==> src/rtl/pc_sequencer.sv <==
// pc_sequencer: three-state fetch/decode sequencer that owns the program
// counter. It requests instruction words, reports accepted fetches, resolves
// conditional branches and counts taken branches, with saturation at 255.
module pc_sequencer #(
    parameter int SH_IN_WIDTH = 8,
    parameter int PC_WIDTH    = 6
) (
    input  logic                   clk,
    input  logic                   rst_n,
    input  logic                   start,
    input  logic                   imem_ack,
    input  logic                   br_valid,
    input  logic                   Branch,
    input  logic                   Zero,
    input  logic [SH_IN_WIDTH-1:0] ShiftIn,
    input  logic                   stall,
    output logic [PC_WIDTH-1:0]    PC,
    output logic                   imem_req,
    output logic                   fetch_valid,
    output logic                   flush,
    output logic [7:0]             taken_cnt
);

    // The shifted offset is at least as wide as the PC, so truncation to the
    // PC width happens in one place regardless of parameter choice.
    localparam int EXT_W = (SH_IN_WIDTH + 2 > PC_WIDTH) ? SH_IN_WIDTH + 2 : PC_WIDTH;

    typedef enum logic [1:0] {
        IDLE   = 2'b00,
        FETCH  = 2'b01,
        DECODE = 2'b10
    } state_t;

    state_t              state_reg;
    state_t              state_next;
    logic [PC_WIDTH-1:0] pc_reg;
    logic [PC_WIDTH-1:0] pc_next;
    logic                fetch_valid_reg;
    logic                fetch_valid_next;
    logic                flush_reg;
    logic                flush_next;
    logic [7:0]          taken_cnt_reg;
    logic [7:0]          taken_cnt_next;

    logic [PC_WIDTH-1:0] pc_plus4;
    logic [EXT_W-1:0]    offset_ext;
    logic [PC_WIDTH-1:0] branch_target;
    logic                branch_taken;
    logic                taken_sat;

    // Sequential PC successor and branch target; both wrap modulo 2^PC_WIDTH.
    assign pc_plus4      = pc_reg + PC_WIDTH'(4);
    assign offset_ext    = EXT_W'({ShiftIn, 2'b00});
    assign branch_target = offset_ext[PC_WIDTH-1:0] + pc_plus4;
    assign branch_taken  = Branch & Zero;
    assign taken_sat     = (taken_cnt_reg == 8'hFF);

    // Next-state and next-register logic; pulses default low every cycle.
    always_comb begin
        state_next       = state_reg;
        pc_next          = pc_reg;
        fetch_valid_next = 1'b0;
        flush_next       = 1'b0;
        taken_cnt_next   = taken_cnt_reg;
        case (state_reg)
            IDLE: begin
                if (start) begin
                    state_next = FETCH;
                end
            end
            FETCH: begin
                if (imem_ack) begin
                    state_next       = DECODE;
                    fetch_valid_next = 1'b1;
                end
            end
            DECODE: begin
                // A stall masks br_valid entirely; the decision waits.
                if (!stall && br_valid) begin
                    state_next = FETCH;
                    if (branch_taken) begin
                        pc_next    = branch_target;
                        flush_next = 1'b1;
                        if (!taken_sat) begin
                            taken_cnt_next = taken_cnt_reg + 8'd1;
                        end
                    end else begin
                        pc_next = pc_plus4;
                    end
                end
            end
            default: begin
                state_next = IDLE;
            end
        endcase
    end

    // State and datapath registers with synchronous active-low reset.
    always_ff @(posedge clk) begin
        if (!rst_n) begin
            state_reg       <= IDLE;
            pc_reg          <= '0;
            fetch_valid_reg <= 1'b0;
            flush_reg       <= 1'b0;
            taken_cnt_reg   <= 8'd0;
        end else begin
            state_reg       <= state_next;
            pc_reg          <= pc_next;
            fetch_valid_reg <= fetch_valid_next;
            flush_reg       <= flush_next;
            taken_cnt_reg   <= taken_cnt_next;
        end
    end

    // The request is a pure function of the state register.
    assign imem_req    = (state_reg == FETCH);
    assign PC          = pc_reg;
    assign fetch_valid = fetch_valid_reg;
    assign flush       = flush_reg;
    assign taken_cnt   = taken_cnt_reg;

endmodule

==> config.mk <==
export PLATFORM = sky130hd
export DESIGN_NAME = pc_sequencer
export DESIGN_NICKNAME = d
export VERILOG_FILES = /design/src/rtl/pc_sequencer.sv
export SDC_FILE = /design/constraint.sdc
export NUM_CORES = 1
export LEC_CHECK = 0
export BUFFER_PORTS_ARGS = -buffer_cell sky130_fd_sc_hd__buf_2
export CAP_MARGIN = 5
export CELL_PAD_IN_SITES_DETAIL_PLACEMENT = 1
export CELL_PAD_IN_SITES_GLOBAL_PLACEMENT = 1
export CORE_ASPECT_RATIO = 0.7
export CORE_MARGIN = 2
export CORE_UTILIZATION = 37
export CTS_CLUSTER_DIAMETER = 40
export DETAILED_ROUTE_END_ITERATION = 7
export PLACE_DENSITY = 0.91
export SYNTH_ARGS = -nofsm -noshare
export SYNTH_HDL_FRONTEND = slang
export SYNTH_SLANG_ARGS = --single-unit
==> constraint.sdc <==
create_clock -name clk -period 3.82 [get_ports clk]
set_input_delay 0.191 -clock clk [delete_from_list [all_inputs] [get_ports clk]]
set_output_delay 0.191 -clock clk [all_outputs]
set_load 0.03 [all_outputs]
* Word-level counts from Yosys, hierarchy flattened
Cells that the tools add are included.
Word-level totals: register bits after elaboration 18, bits in latches 0, RAM bits 0, bits in read-only memories 0, input port bits 16, output and inout bits 17, logic and storage cells 31, memories kept 0
Operators by class: add/subtract/negate cells 3, multiply operators 0, divide/modulo/power cells 0, $lt $le $gt $ge 0, equality and inequality tests 6, shift-type cells 0, muxes and demuxes 7, bitwise logic cells 2, reductions and logical operators 8
Operators with widths (count):
- $add 8x1->8 const B | 1
- $eq 8x8->1 const B | 1
- $add 6x3->6 const B | 1
- $add 6x6->6 | 1
- $mux 2 | 3
- $mux 6 | 1
- $ne 2x2->1 const B | 3
- $pmux 2 s3 | 1
- $reduce_and 3->1 | 2
- $reduce_and 2->1 | 2
- $reduce_and 4->1 | 1
- $eq 2x1->1 const B | 1
- $eq 2x2->1 const B | 1
- $logic_not 2->1 | 1
- $mux 1 | 2
- $and 1x1->1 | 1
- $logic_and 1x1->1 | 1
- $logic_not 1->1 | 1
- $not 1->1 | 1

* Logic depth before layout (Yosys ltp)
depth in word-level cells 4, depth in mapped cells 8, depth with buffers taken out 8

* Worst setup path before layout
Ideal clock, no wire load.
kind register to register, from register pc_reg[2] (netlist: PC[2]), to register pc_reg[5] (netlist: PC[5]), library setup time 0.071 ns, arrival time 1.998 ns, data required time 3.749 ns, setup slack 1.751 ns, stages on the path, launching flop included 9, path buffers 0, period minus slack after synthesis 2.069 ns, cell sequence dfxtp_1 ha_1 xor2_1 ha_1 a21oi_1 a211o_1 a21o_1 a21o_1 a21oi_1
Between the ends: word-level cells in the longest chain between the ends 3
Ends and longest elaborated chain:
- start, declared | line 36 | logic [PC_WIDTH-1:0] pc_reg;
- start signal, assigned | line 108 | pc_reg <= pc_next;
- $add 6x3->6 (*) | line 52 | assign pc_plus4 = pc_reg + PC_WIDTH'(4);
- $add 6x6->6 | line 54 | assign branch_target = offset_ext[PC_WIDTH-1:0] + pc_plus4;
- $mux 6 (*) | line 81 | if (branch_taken) begin
Mark *: on every way between the ends. The rest lies on a longest branch, timed or not. A chain may end at the register's enable or synchronous reset.

* Final worst setup path
Same ends and word-level chain as after synthesis.

==> results.yml <==
status:
  status: "finished clean"
clock_tree:
  clk_pin_slew_worst_paths_ns: 0.09
  clk_path_buf_depth: 2
  htree_levels: 1
  clkSinkCount: 16
  hold_buffers: 0
  insertion_delay_ns: 0.29
  post_cts_resized: 0
  numCtsBuffers: 3
  postCtsSetupBuffers: 0
  clock-root-buffer: "clkbuf_4"
  cts_tree: "built"
placement:
  finalWeightedCongestion: 0.714
  dpl.hpwl_um: 1760
  post-place-ws_ns: 1.78
  dp_cells: 160
  port_buffers: 26
floorplanning:
  rows: 15
  coreArea_um2: 2400
  die_w_um: 63.4
  ios: 33
  die-area_um2: 2890
  die-height_um: 45.6
  start_util_pct: 38.0
global_route:
  grt.busiest_layer: "met2"
  first_global_vias: 782
  grt_max_degree: 14
  grt_use_met1_pct: 17.5
  grt_pass1_wl_um: 3530
  met3_usage_pct: 4.95
  antenna_found_initial: 0
  overflow: 0
  gr-usage-met2_pct: 30.5
  track_usage_pct: 16.3
synth:
  yosysMostFrequentCell: "dfxtp_1"
  ys_types: 37
  yosys_most_used_dff: "dfxtp_1"
  synthArstFlopShare_pct: 0
  yosys_warnings: 0
  yosys.area.top_type: "dfxtp_1"
  synthTopCellsByCount: "dfxtp_1 (16), nor2_1 (11), nand2_1 (7), a21oi_1 (6)"
  synth-seq-cells: 16
  synth_edf_count: 0
  synth_area_um2: 913
  postSynthCellCount: 104
  synth.top_cell.area_share_pct: 35.1
  synth_area_leaders: "dfxtp_1 (35%), ha_1 (6.8%), xnor2_1 (4.8%)"
  yosysSeqAreaShare_pct: 35.1
  syn_avg_cell_area_um2: 8.78
finish:
  instances_no_fill: 163
  multi_input_area_um2: 543
  antenna_cells: 0
  largest_reg_flops: 8
  regArea_um2: 320
  final_net_count: 153
  drive_above_1_share_pct: 24.8
  layout.filler_cells: 330
  areaGrowthSynthToFinish_pct: 17.9
setup_path:
  endpoint: "PC[5]"
  r2r_end: "PC[5]"
  cp.arrival_ns: 2.32
  path_max_fanout: 5
  cp.required_ns: 4.04
  crit_start: "PC[2]"
  r2r_start: "PC[2]"
  rrSetupSlack_ns: 1.72
  r2r_cells: 8
  startpoint_type: "register"
  worstSetupEndpointType: "register"
  worstSetupPathType: "reg -> reg"
detailed_routing:
  ant_nets: 0
  wl_um: 2170
  drc: 0
  dr.first_iter.drc_count: 32
  avgViaCountPerCell: 5.13
  first_pass_iters: 4
  dr_total_vias: 836
  post_drt_wl_per_cell_um: 13.3
sta:
  fin_skew_ns: 0.00461
  min_period_ns: 2.10
  finalWorstSetupSlack_ns: 1.72
  post-route-period-util_pct: 54.9
  finalHoldViolations: 0
  drv_slew: 0
  rsz0062_at_grt: "no"
  hold_ws_ns: 0.161
  setup_tns_ns: 0
  finalSetupViolCount: 0
  fmax_mhz: 477
power:
  power_density_nw_per_um2: 273
  cellLeakagePower_nw: 0.490
  peakVddDrop_mv: 0.124
worst_hold_path:
  hold_class: "in -> reg"
flow_run:
  cap_violations: 0
-- critical path: stages (launching register included) --
cell     delay [ns]
dfxtp_1        0.41
ha_1           0.24
xor2_1         0.17
ha_1           0.29
a21oi_1        0.25
nand4_1        0.16
a21o_1         0.22
a21o_1         0.17
a21oi_1        0.12
-- per-stage QoR --
step	power [mW]	instance area, um2	utilization, %
floorplan	0.200	917	-
global placement	0.209	1050	43.9
CTS	0.300	1080	44.8
detailed placement	0.212	1050	43.9
finish	0.294	1080	44.8
global route	0.311	1080	44.8
-- cell families after synthesis --
kind of cell / share of synthesized area (%)
compound gates: 16.3
xor+xnor: 7.67
fa+ha+maj: 9.04
buf+inv: 5.89
flops: 35.1
mux: 1.10
other cells: 0.411
simple gates: 24.5
-- cells in the final DEF, fill, tap and decap left out --
cell	n
nand4_1	3
dfxtp_1	16
o41ai_1	1
conb_1	2
o211ai_2	1
o311ai_0	1
and3_1	4
xnor2_1	5
a21o_1	2
o21ai_0	4
nand3b_1	1
a211o_1	1
nand2_1	7
and2_1	1
buf_2	26
and4_1	1
ha_1	5
xor2_1	3
clkbuf_4	3
a211oi_1	1
a311oi_1	1
and2b_1	1
fa_1	1
inv_1	5
and4bb_1	1
mux2i_1	1
nand3_1	5
a31oi_1	1
o21a_1	1
nand2b_1	2
a311oi_2	1
a21oi_1	6
nand3_4	1
nor3_1	3
nor2_1	11
-- layout make-up --
cell class / instances / area share (%)
repair buffers: 26 / 12.1
well taps: 34 / 3.95
flip-flops and latches: 16 / 29.7
multi-input cells: 79 / 50.4
inverters: 5 / 1.74
clock buffers: 3 / 2.09
-- power by group --
group	switching, mW	leakage (nW)	internal, mW	total [mW]
logic	0.0235	0.347	0.0131	0.0366
registers	0.00222	0.129	0.169	0.171
clock network	0.0498	0.0138	0.0367	0.0865
-- per-layer routing --
layer / wire (um) / vias to the layer above / share of wire [%]
li1: - / 416 / -
met1: 946 / 398 / 44
met2: 1100 / 18 / 51
met3: 99 / 4 / 4.6
met4: 26 / 0 / 1.2
met5: 0 / - / 0
-- how the worst min path moves through the flow --
| stage | startpoint | end | slack (ns) | cells past startpoint |
|---|---|---|---|---|
| 6_report | imem_ack | fetch_valid | 0.16 | 2 |
| 3_3_place_gp | imem_ack | state_reg[1] | 0.45 | 3 |
| 4_1_cts | imem_ack | fetch_valid | 0.15 | 2 |
| 5_1_grt | imem_ack | fetch_valid | 0.15 | 2 |
| 2_1_floorplan | rst_n | PC[4] | 0.33 | 2 |
| 3_5_place_dp | imem_ack | fetch_valid | 0.45 | 2 |
No activity file was read; power rests on OpenSTA's default activity.
